[src/rtl/wb_commit.sv]
// Writeback commit unit: merges single-cycle ALU results with buffered load
// results and issues at most one register-file write per cycle. A load whose
// destination is overwritten by a younger ALU result is killed in the FIFO.
module wb_commit #(
  parameter  int unsigned DEPTH        = 4,
  parameter  int unsigned STARVE_MAX   = 8,
  localparam int unsigned REG_NUM      = 5,
  localparam int unsigned COMMON_WIDTH = 32,
  localparam int unsigned CNT_W        = $clog2(DEPTH) + 1
) (
  input  logic                    clk,
  input  logic                    rst,
  input  logic                    alu_valid,
  output logic                    alu_ready,
  input  logic [REG_NUM-1:0]      alu_rd,
  input  logic [COMMON_WIDTH-1:0] alu_data,
  input  logic                    mem_valid,
  output logic                    mem_ready,
  input  logic [REG_NUM-1:0]      mem_rd,
  input  logic [COMMON_WIDTH-1:0] mem_data,
  output logic [REG_NUM-1:0]      reg_write,
  output logic [COMMON_WIDTH-1:0] data_write,
  output logic [CNT_W-1:0]        fifo_count
);

  localparam int unsigned PTR_W = $clog2(DEPTH);
  localparam int unsigned STV_W = $clog2(STARVE_MAX + 1);

  // One buffered load result; live is cleared when a younger ALU write
  // targets the same register.
  typedef struct packed {
    logic [REG_NUM-1:0]      rd;
    logic [COMMON_WIDTH-1:0] data;
    logic                    live;
  } entry_t;

  entry_t                  fifo_q   [DEPTH];
  entry_t                  fifo_nxt [DEPTH];
  logic [PTR_W-1:0]        wr_ptr_q, wr_ptr_nxt;
  logic [PTR_W-1:0]        rd_ptr_q, rd_ptr_nxt;
  logic [CNT_W-1:0]        count_q, count_nxt;
  logic [STV_W-1:0]        starve_q, starve_nxt;
  logic [REG_NUM-1:0]      reg_write_q, reg_write_nxt;
  logic [COMMON_WIDTH-1:0] data_write_q, data_write_nxt;

  entry_t head;
  logic   fifo_empty;
  logic   starved;
  logic   alu_acc;
  logic   alu_wins;
  logic   push;
  logic   pop;

  // Handshake and arbitration terms; readys depend only on registered state.
  always_comb begin
    head       = fifo_q[rd_ptr_q];
    fifo_empty = (count_q == '0);
    starved    = (starve_q == STV_W'(STARVE_MAX)) && !fifo_empty;
    alu_ready  = rst && !starved;
    mem_ready  = rst && (count_q != CNT_W'(DEPTH));
    alu_acc    = alu_valid && alu_ready;
    push       = mem_valid && mem_ready;
    alu_wins   = alu_acc && (alu_rd != '0);
    pop        = !alu_wins && !fifo_empty;
  end

  // FIFO contents: kill same-rd entries on an ALU write, then store the push.
  always_comb begin
    fifo_nxt = fifo_q;
    if (alu_wins) begin
      for (int i = 0; i < int'(DEPTH); i++) begin
        if (fifo_q[PTR_W'(i)].rd == alu_rd) begin
          fifo_nxt[PTR_W'(i)].live = 1'b0;
        end
      end
    end
    if (push) begin
      fifo_nxt[wr_ptr_q].rd   = mem_rd;
      fifo_nxt[wr_ptr_q].data = mem_data;
      fifo_nxt[wr_ptr_q].live = !(alu_wins && (mem_rd == alu_rd));
    end
  end

  // Pointer, occupancy and starvation bookkeeping.
  always_comb begin
    wr_ptr_nxt = wr_ptr_q;
    rd_ptr_nxt = rd_ptr_q;
    count_nxt  = count_q;
    starve_nxt = starve_q;
    if (push) begin
      wr_ptr_nxt = wr_ptr_q + PTR_W'(1);
    end
    if (pop) begin
      rd_ptr_nxt = rd_ptr_q + PTR_W'(1);
    end
    case ({push, pop})
      2'b10:   count_nxt = count_q + CNT_W'(1);
      2'b01:   count_nxt = count_q - CNT_W'(1);
      default: count_nxt = count_q;
    endcase
    if (fifo_empty || pop) begin
      starve_nxt = '0;
    end else if (alu_wins) begin
      starve_nxt = starve_q + STV_W'(1);
    end
  end

  // Write-port selection: ALU first, else FIFO head; killed or rd=0 heads drop.
  always_comb begin
    reg_write_nxt  = '0;
    data_write_nxt = data_write_q;
    if (alu_wins) begin
      reg_write_nxt  = alu_rd;
      data_write_nxt = alu_data;
    end else if (pop && head.live && (head.rd != '0)) begin
      reg_write_nxt  = head.rd;
      data_write_nxt = head.data;
    end
  end

  // State registers with asynchronous active-low clear.
  always_ff @(posedge clk or negedge rst) begin
    if (!rst) begin
      fifo_q       <= '{default: '0};
      wr_ptr_q     <= '0;
      rd_ptr_q     <= '0;
      count_q      <= '0;
      starve_q     <= '0;
      reg_write_q  <= '0;
      data_write_q <= '0;
    end else begin
      fifo_q       <= fifo_nxt;
      wr_ptr_q     <= wr_ptr_nxt;
      rd_ptr_q     <= rd_ptr_nxt;
      count_q      <= count_nxt;
      starve_q     <= starve_nxt;
      reg_write_q  <= reg_write_nxt;
      data_write_q <= data_write_nxt;
    end
  end

  assign reg_write  = reg_write_q;
  assign data_write = data_write_q;
  assign fifo_count = count_q;

endmodule

[config.mk]
export PLATFORM = sky130hd
export DESIGN_NAME = wb_commit
export DESIGN_NICKNAME = d
export VERILOG_FILES = /design/src/rtl/wb_commit.sv
export SDC_FILE = /design/constraint.sdc
export NUM_CORES = 1
export LEC_CHECK = 0
export ABC_AREA = 0
export CORE_AREA = 5 5 183 185
export CTS_BUF_LIST = sky130_fd_sc_hd__clkbuf_8
export DETAILED_ROUTE_END_ITERATION = 16
export DIE_AREA = 0 0 188 190
export GPL_TIMING_DRIVEN = 1
export PLACE_DENSITY_LB_ADDON = 0.08
export SYNTH_ARGS = -nofsm -noshare
export SYNTH_HDL_FRONTEND = slang
export SYNTH_SLANG_ARGS = --single-unit
[constraint.sdc]
create_clock -name clk -period 6.7 [get_ports clk]
set_input_delay 1.005 -clock clk [delete_from_list [all_inputs] [get_ports clk]]
set_output_delay 1.005 -clock clk [all_outputs]
set_load 0.005 [all_outputs]
==> reports/results.ini, run 1 <==
[power]
p_leak_uw=0.00469
irDropWorstVdd_uv=179
power_uw=5280
powerDensity_nw_per_um2=467

[floorplanning]
die_width_microns=188
start_util_pct=29.4
core_sq_um=31900
fp.dieH_microns=190
pin_count=120
rows=66
dieArea_sq_um=35700

[synth]
synth.avg_cell_area_sq_um=13.7
synth_nets=771
yosysUniqueCellTypes=37
netlist_instances=685
netlist_area_sq_um=9370
synth_area_leaders=dfrtp_1 53%, mux2_2 18%, mux4_2 9.1%
ys.flop_type=dfrtp_1
synth_edf_count=0
synth_area_leader_cell=dfrtp_1
synth.top_cell.area_share_pct=53.4
ys_seq_area_share_pct=53.4
synth-async-reset-ratio_pct=100
ys.warnings.count=0
ys_ff_latch=200

[critical_path]
path_class=reg2reg
reg2reg_slack_ns=3.17
path_max_fanout=64
cp.arrival_ns=3.88
crit_path_end_kind=register
cp-start-kind=register
required_ns=7.06

[sta]
period_needed_ns=3.53
slew_headroom_pct=33.8
rsz0062_at_grt=no
setup_violations=0
finalSetupTns_ns=0
finalCritPeriodShare_pct=52.7
fin_skew_ns=0.0226
drv_slew=0
hold_viol=0
worstMarginPinSlew_ns=0.994
setup_slack_ns=3.17
fmax_mhz=283

[final_layout]
final_common_cell=dfrtp_1
final_cell_mix=198 x dfrtp_1, 148 x mux2_2, 118 x clkdlybuf4s50_1, 42 x inv_1, 39 x nor2_1
syn2layout_area_growth_pct=20.6
fin_nets=872
drive_gt1_share_pct=32.4

[clock_tree]
cts_resized=0
h-tree-depth=4
insertion_delay_ns=0.47
cts_buffers=17
cts_tree=built
cts.hold.buffers_added=0
clockBufferDepth=2
cts_sinks=200
clk_pin_slew_ns=0.11
cts_root_buffer=clkbuf_8
post_cts_buffers=0

[drt]
met1_length_microns=10900
drc_errors=0
totalWireLength_microns=23800
vias_per_cell=4.82
highest_layer=met5
drtIter0Drc=249
num_vias=5825
wl_met2_microns=11800
routed-wl-met3_microns=844
routedWlPerCell_microns=19.7
ant_nets=0
firstDrtPassIters=5

[job]
maxCapViolations=0

[global_routing]
grt_usage_pct=13.7
grt_max_degree=79
antenna_found_initial=2
grt_overflow=0
grt_pass1_wl_microns=38500
grt_pass1_vias=6695

[place]
place_hpwl_microns=15300
place.port_buffers=119
gp_congestion=0.738
dp_slack_ns=2.81

[hold_path]
hold_path_class=reg2reg

[status]
status=finished, final reports clean

[cell type report]
cell class	instances	area, sq um
fill	3100	20600
sequential	200	5010
multi-input combinational	396	3950
timing repair buffer	129	1270
tap	408	510
clock buffer	18	248
inverter	42	158
clock inverter	14	150
antenna	1	2.50
[cells in the mapped netlist, types with 3 or more instances]
cell type and number:
ha_1 7, nor2_1 39, dfrtp_1 200, buf_1 3
nand3_1 5, o21ai_0 6, a22o_1 5, mux2_2 148
inv_1 42, clkbuf_1 23, buf_6 9, nand2_1 11
o31a_1 33, mux4_2 38, a21oi_2 20, buf_2 9
a21oi_1 12, xnor2_1 18, xor2_1 5, o21ai_1 33
[kinds of logic (layout without fill, tap and decap cells)]
kind of cell	after synthesis	after routing	share of synthesized area, %
muxes	187	187	27.0
xor gates and xnor gates	23	23	2.15
other	0	1	0
AOI/OAI and AO/OA	113	113	8.56
adders and majority gates	8	8	1.15
and+or+nand+nor	65	65	3.15
buffers and inverters	89	203	4.50
DFF	200	200	53.4
[through the flow]
step           util [%]  cells  hold slack (ns)  cell area [sq um]
2_1_floorplan         -    685            0.445               9370
3_3_place_gp       34.2   1175            0.469              10900
3_5_place_dp       34.2   1175            0.479              10900
4_1_cts            35.4   1207            0.505              11300
5_1_grt            35.4   1207            0.514              11300
6_report           35.4   1208            0.499              11300
[power breakdown]
part / leakage, uW / internal [uW] / switching (uW) / total (uW)
clock: 0.000201 / 323 / 467 / 790
sequential: 0.00240 / 1800 / 366 / 2170
combinational: 0.00208 / 1310 / 1010 / 2320
total: 0.00469 / 3440 / 1840 / 5280
[final timing paths]
path,start,to,cells past startpoint
max reg2reg,rd_ptr_q[0],data_write[4],6
max,rd_ptr_q[0],data_write[4],6
max in group asynchronous,rst,rd_ptr_q[1],2
min in group asynchronous,rst,starve_q[2],1
min,register,register,2
min reg2reg,register,register,2
[per-layer routing]
layer	GRT usage (%)	up-vias
met5	0	-
met4	2.82	4
met2	23.1	97
met3	3.36	20
met1	18.0	3046
li1	-	2658
[critical path, stage by stage, from the launching register on]
cell and delay [ns]:
dfrtp_2 0.88, buf_4 0.54, mux4_2 0.42, or4_4 0.47
nor2_8 0.75, o31a_1 0.26, a21oi_1 0.07
Power figures use the tool's default switching activity.
==> run 2, diff against run 1 <==
clock period = 3.1 ns   (was 6.7 ns; I/O delays follow)
==> reports/results.ini, run 2 (synthesized netlist as in run 1, its figures left out) <==
[clock_tree]
cts_root_buffer=clkbuf_8
clk_pin_slew_ns=0.10  ; about the same
post_cts_buffers=0  ; unchanged
cts_sinks=200  ; unchanged
h-tree-depth=4  ; unchanged
cts_buffers=17  ; unchanged
insertion_delay_ns=0.47  ; about the same
cts_tree=built
clockBufferDepth=2  ; unchanged

[critical_path]
cp-start-kind=primary input
timing.rr.start=rd_ptr_q[1]
crit_chain=dlygate4sd3_1 > clkbuf_8 > o311a_1 > nand2_2 > buf_12 > mux2_2
cp_num_buf_inv=3  ; +2
cp_slowest_cell=dlygate4sd3_1
path_class=in2reg
path_max_fanout=27  ; -58%
cp.arrival_ns=2.88  ; -1.00 ns
required_ns=3.45  ; -3.61 ns
critPathLaunch=rst
crit_family=buffers and inverters
crit_path_end_kind=register
slowest_delay_ns=0.54  ; -0.34 ns

[drt]
vias_per_cell=4.82  ; -0.11%
firstDrtPassIters=4  ; -1
drc_errors=0  ; unchanged
routedWlPerCell_microns=19.2  ; -2.3%
totalWireLength_microns=23600  ; -0.79%
ant_nets=0  ; unchanged
drtIter0Drc=244  ; -2.0%
num_vias=5905  ; +1.4%

[final_layout]
stdcell_count=1226  ; +1.5%
fin_nets=890  ; +2.1%
syn2layout_area_growth_pct=22.1
final_common_cell=dfrtp_1
drive_gt1_share_pct=33.5  ; +1.1 points
final_cell_mix=198 x dfrtp_1, 148 x mux2_2, 118 x clkdlybuf4s50_1, 44 x inv_1, 39 x nor2_1

[hold_path]
hold_path_class=in2async

[floorplanning]
pin_count=120  ; unchanged
core_sq_um=31900  ; unchanged
rows=66  ; unchanged
start_util_pct=29.4  ; unchanged
fp.dieH_microns=190  ; unchanged
dieArea_sq_um=35700  ; unchanged
die_width_microns=188  ; unchanged

[status]
status=finished, final reports clean

[sta]
drv_slew=0  ; unchanged
period_needed_ns=2.53
worstMarginPinSlew_ns=0.985  ; -0.00844 ns
fin_skew_ns=0.0169  ; -0.00562 ns
finalCritPeriodShare_pct=81.6
setup_violations=0  ; unchanged
rsz0062_at_grt=no
hold_viol=0  ; unchanged
fmax_mhz=395
slew_headroom_pct=34.3  ; +0.56 points
finalSetupTns_ns=0  ; unchanged

[job]
maxCapViolations=0  ; unchanged

[power]
irDropWorstVdd_uv=363  ; +100%
p_seq_share_pct=40.5  ; -0.6 points
p_sw_uw=3910  ; +110%
powerDensity_nw_per_um2=996  ; +110%
p_leak_uw=0.00478  ; +2.0%
switching_share_pct=34.3  ; -0.57 points
power.share.combinational_pct=45.6  ; +1.7 points
intPower_uw=7490  ; +120%
p_clk_share_pct=13.9  ; -1.1 points

[global_routing]
grt_pass1_wl_microns=38600  ; +0.25%
grt_overflow=0  ; unchanged
grt_usage_pct=13.7  ; +0.043 points
grt_max_degree=78  ; -1.3%
antenna_found_initial=1  ; -1
grt_pass1_vias=6782  ; +1.3%

[place]
place.port_buffers=119  ; unchanged
gp_congestion=0.741  ; +0.37%
place_hpwl_microns=15800  ; +3.2%
dp.cells=1192  ; +1.4%

## run 2: layout make-up
cell class | instances | area (sq um)
clock inverters | 12 | 91.3
clock buffers | 20 | 275
diodes | 1 | 2.50
fillers | 3139 | 20400
repair buffers | 147 | 1450
well taps | 408 | 510
flip-flops and latches | 200 | 5010
multi-input cells | 396 | 3950
inverters | 42 | 158
## run 2: metrics by stage
stage	hold WS (ns)	setup slack, ns	cell area [sq um]	util (%)	total power [uW]
2_1_floorplan	0.169	0.628	9370	-	8210
3_3_place_gp	0.358	0.115	11100	34.7	9780
3_5_place_dp	0.364	0.101	11100	34.7	9990
4_1_cts	0.397	0.539	11400	35.9	11600
5_1_grt	0.412	0.427	11400	35.9	12300
6_report	0.438	0.570	11400	35.9	11400
## run 2: power by group through the flow
stage               registers, uW  logic (uW)  clock network [uW]
detailed placement           4690        5290                   0
CTS                          4640        5310                1670
floorplan                    4440        3770                   0
global route                 4790        5740                1770
global placement             4580        5200                   0
finish                       4620        5190                1590
## run 2: timing repair
| action | CTS | global route |
|---|---|---|
| endpoints found under the setup margin | 0 | 0 |
| endpoints found under the hold margin | 21 | 0 |
| hold buffers | 1 | 0 |
| resized for setup | 0 | 0 |
## run 2: worst register-to-register path, delay by kind of cell, from the launching register on
kind	cells	cell delay, ns
compound gates	2	0.28
buf+inv	1	0.26
flops	1	0.52
mux	1	0.59
simple gates	2	0.70
## run 2: per-layer routing
metal	up-vias	share of wire [%]	GRT usage (%)	wire [microns]
met5	-	0	0	0
met3	19	3.5	3.17	822
met4	0	1.2	3.73	286
met2	100	49	22.7	11500
met1	3095	47	18.1	11000
li1	2691	-	-	-
## run 2: final timing paths
check	to	slack, ns	cells after the start
max	register	0.57	6
min	data_write[3]	0.44	2
max reg2reg	data_write[24]	0.64	6
min reg2reg	register	0.50	2
max in group asynchronous	asynchronous set/reset pin	1.02	4
min in group clk	register	0.50	2
==> run 3, diff against run 2 <==
clock period = 2.62 ns   (was 3.1 ns; I/O delays follow)
==> reports/results.ini, run 3 (synthesized netlist as in run 1, its figures left out) <==
[critical_path]
cp-start-kind=register
crit_path_end_kind=register
required_ns=2.97  ; -0.48 ns
path_class=reg2reg
path_max_fanout=44  ; +63%
slowest_delay_ns=0.59  ; +0.05 ns
cp.arrival_ns=2.80  ; -0.08 ns
cp_slowest_cell=or4_4
crit_chain=mux4_2 > or4_4 > nor2_8 > buf_12 > o31a_1 > a21oi_2

[floorplanning]
core_sq_um=31900  ; unchanged
rows=66  ; unchanged
die_width_microns=188  ; unchanged
fp.dieH_microns=190  ; unchanged
dieArea_sq_um=35700  ; unchanged
start_util_pct=29.4  ; unchanged
pin_count=120  ; unchanged

[global_routing]
grt_pass1_vias=6845  ; +0.93%
grt_pass1_wl_microns=39200  ; +1.5%
antenna_found_initial=1  ; unchanged
grt_overflow=0  ; unchanged
grt_usage_pct=13.8  ; +0.14 points
grt_max_degree=74  ; -5.1%

[power]
p_clk_share_pct=15.0  ; +1.1 points
powerDensity_nw_per_um2=1190  ; +20%
p_leak_uw=0.00486  ; +1.6%
switching_share_pct=34.7  ; +0.40 points
irDropWorstVdd_uv=429  ; +18%
p_sw_uw=4810  ; +23%
p_seq_share_pct=39.3  ; -1.2 points
intPower_uw=9040  ; +21%
power.share.combinational_pct=45.7  ; about the same

[clock_tree]
cts_sinks=200  ; unchanged
clockBufferDepth=2  ; unchanged
cts_root_buffer=clkbuf_8
insertion_delay_ns=0.46  ; about the same
post_cts_buffers=0  ; unchanged
h-tree-depth=4  ; unchanged
cts_buffers=17  ; unchanged
cts_tree=built
clk_pin_slew_ns=0.12  ; +0.02 ns

[final_layout]
drive_gt1_share_pct=34.5  ; +0.93 points
final_cell_mix=198 x dfrtp_1, 148 x mux2_2, 118 x clkdlybuf4s50_1, 42 x inv_1, 39 x nor2_1
syn2layout_area_growth_pct=24.1
final_common_cell=dfrtp_1
n_antenna_cell=0  ; -1
fin_nets=897  ; +0.79%
fillCellCount=3094  ; -1.4%
fin_util_pct=36.5  ; +0.57 points
stdcell_count=1232  ; +0.49%

[sta]
drv_slew=0  ; unchanged
fin_skew_ns=0.0251  ; +0.00815 ns
worstMarginPinSlew_ns=0.942  ; -0.0433 ns
setup_violations=0  ; unchanged
finalCritPeriodShare_pct=93.5
whs_ns=0.371  ; -0.0665 ns
rsz0062_at_grt=no
slew_headroom_pct=37.2  ; +2.9 points
finalSetupTns_ns=0  ; unchanged
period_needed_ns=2.45
hold_viol=0  ; unchanged
fmax_mhz=408

[drt]
ant_nets=0  ; unchanged
vias_per_cell=4.84  ; +0.57%
drtIter0Drc=213  ; -13%
firstDrtPassIters=4  ; unchanged
drc_errors=0  ; unchanged
routedWlPerCell_microns=19.6  ; +2.0%
num_vias=5968  ; +1.1%
totalWireLength_microns=24200  ; +2.5%

[status]
status=finished, final reports clean

[place]
dp.cells=1199  ; +0.59%
place.port_buffers=119  ; unchanged
place_hpwl_microns=16300  ; +2.9%
gp_congestion=0.760  ; +2.6%

[job]
maxCapViolations=0  ; unchanged

[hold_path]
hold_path_class=in2async

==> run 3: changes by cell type in the layout (fill, tap and decap cells not counted), sizes merged <==
| cell | change |
|---|---|
| bufinv | +1 |
| inv | +1 |
| clkinvlp | +1 |
| diode | -1 |
| clkinv | -1 |
| buf | +7 |
| clkbuf | -2 |
==> run 3: worst paths after layout <==
path | cells past startpoint | endpoint | slack [ns] | from
setup / recovery | 6 | data_write[21] | 0.17 | rd_ptr_q[1]
hold / removal | 2 | data_write[9] | 0.37 | rst
setup reg to reg | 6 | data_write[21] | 0.17 | rd_ptr_q[1]
hold reg to reg | 1 | starve_q[0] | 0.50 | starve_q[0]
max in group asynchronous | 3 | asynchronous set/reset pin | 1.04 | rst
min in group clk | 1 | starve_q[0] | 0.50 | starve_q[0]
==> run 3: what timing repair did <==
action	4_1_cts	5_1_grt
hold endpoints to repair	21	0
hold buffers	1	0
endpoints found under the setup margin	0	5
gates resized for setup	0	2
==> run 3: final cells by class <==
| class | instances | area, sq um | share of cell area (%) |
|---|---|---|---|
| clock buffer | 18 | 248 | 2.13 |
| clock inverter | 14 | 178 | 1.53 |
| inverter | 42 | 158 | 1.36 |
| multi-input combinational | 396 | 3960 | 34.0 |
| sequential | 200 | 5010 | 43.1 |
| tap | 408 | 510 | 4.39 |
| timing repair buffer | 154 | 1560 | 13.5 |
==> run 3: power by group through the flow <==
stage                     clock [uW]  combinational (uW)  sequential (uW)
after global routing            2270                6980             5640
after CTS                       2160                6500             5460
after detailed placement           0                6470             5530
after floorplan                    0                4460             5260
after global placement             0                6290             5390
final                           2080                6330             5440
==> run 3: per-stage QoR <==
step / setup slack, ns / instance area, sq um / power (uW)
after detailed placement: -0.288 / 11200 / 12000
after floorplan: 0.220 / 9370 / 9720
final: 0.170 / 11600 / 13900
after global routing: 0.0221 / 11600 / 14900
after global placement: -0.253 / 11200 / 11700
after CTS: 0.0968 / 11600 / 14100
==> run 3: routing by layer <==
metal	vias to the layer above	GRT usage [%]	wire length, microns
met5	-	0	20
met4	2	2.20	120
met3	7	3.03	817
met2	94	23.7	12200
met1	3159	18.5	11000
li1	2706	-	-
==> run 3: worst max-delay path: cells and delay by family (launching register included) <==
family	cells	cell delay [ns]
simple gates	2	0.72
compound gates	2	0.26
flops	1	0.50
mux	1	0.57
buf+inv	1	0.26
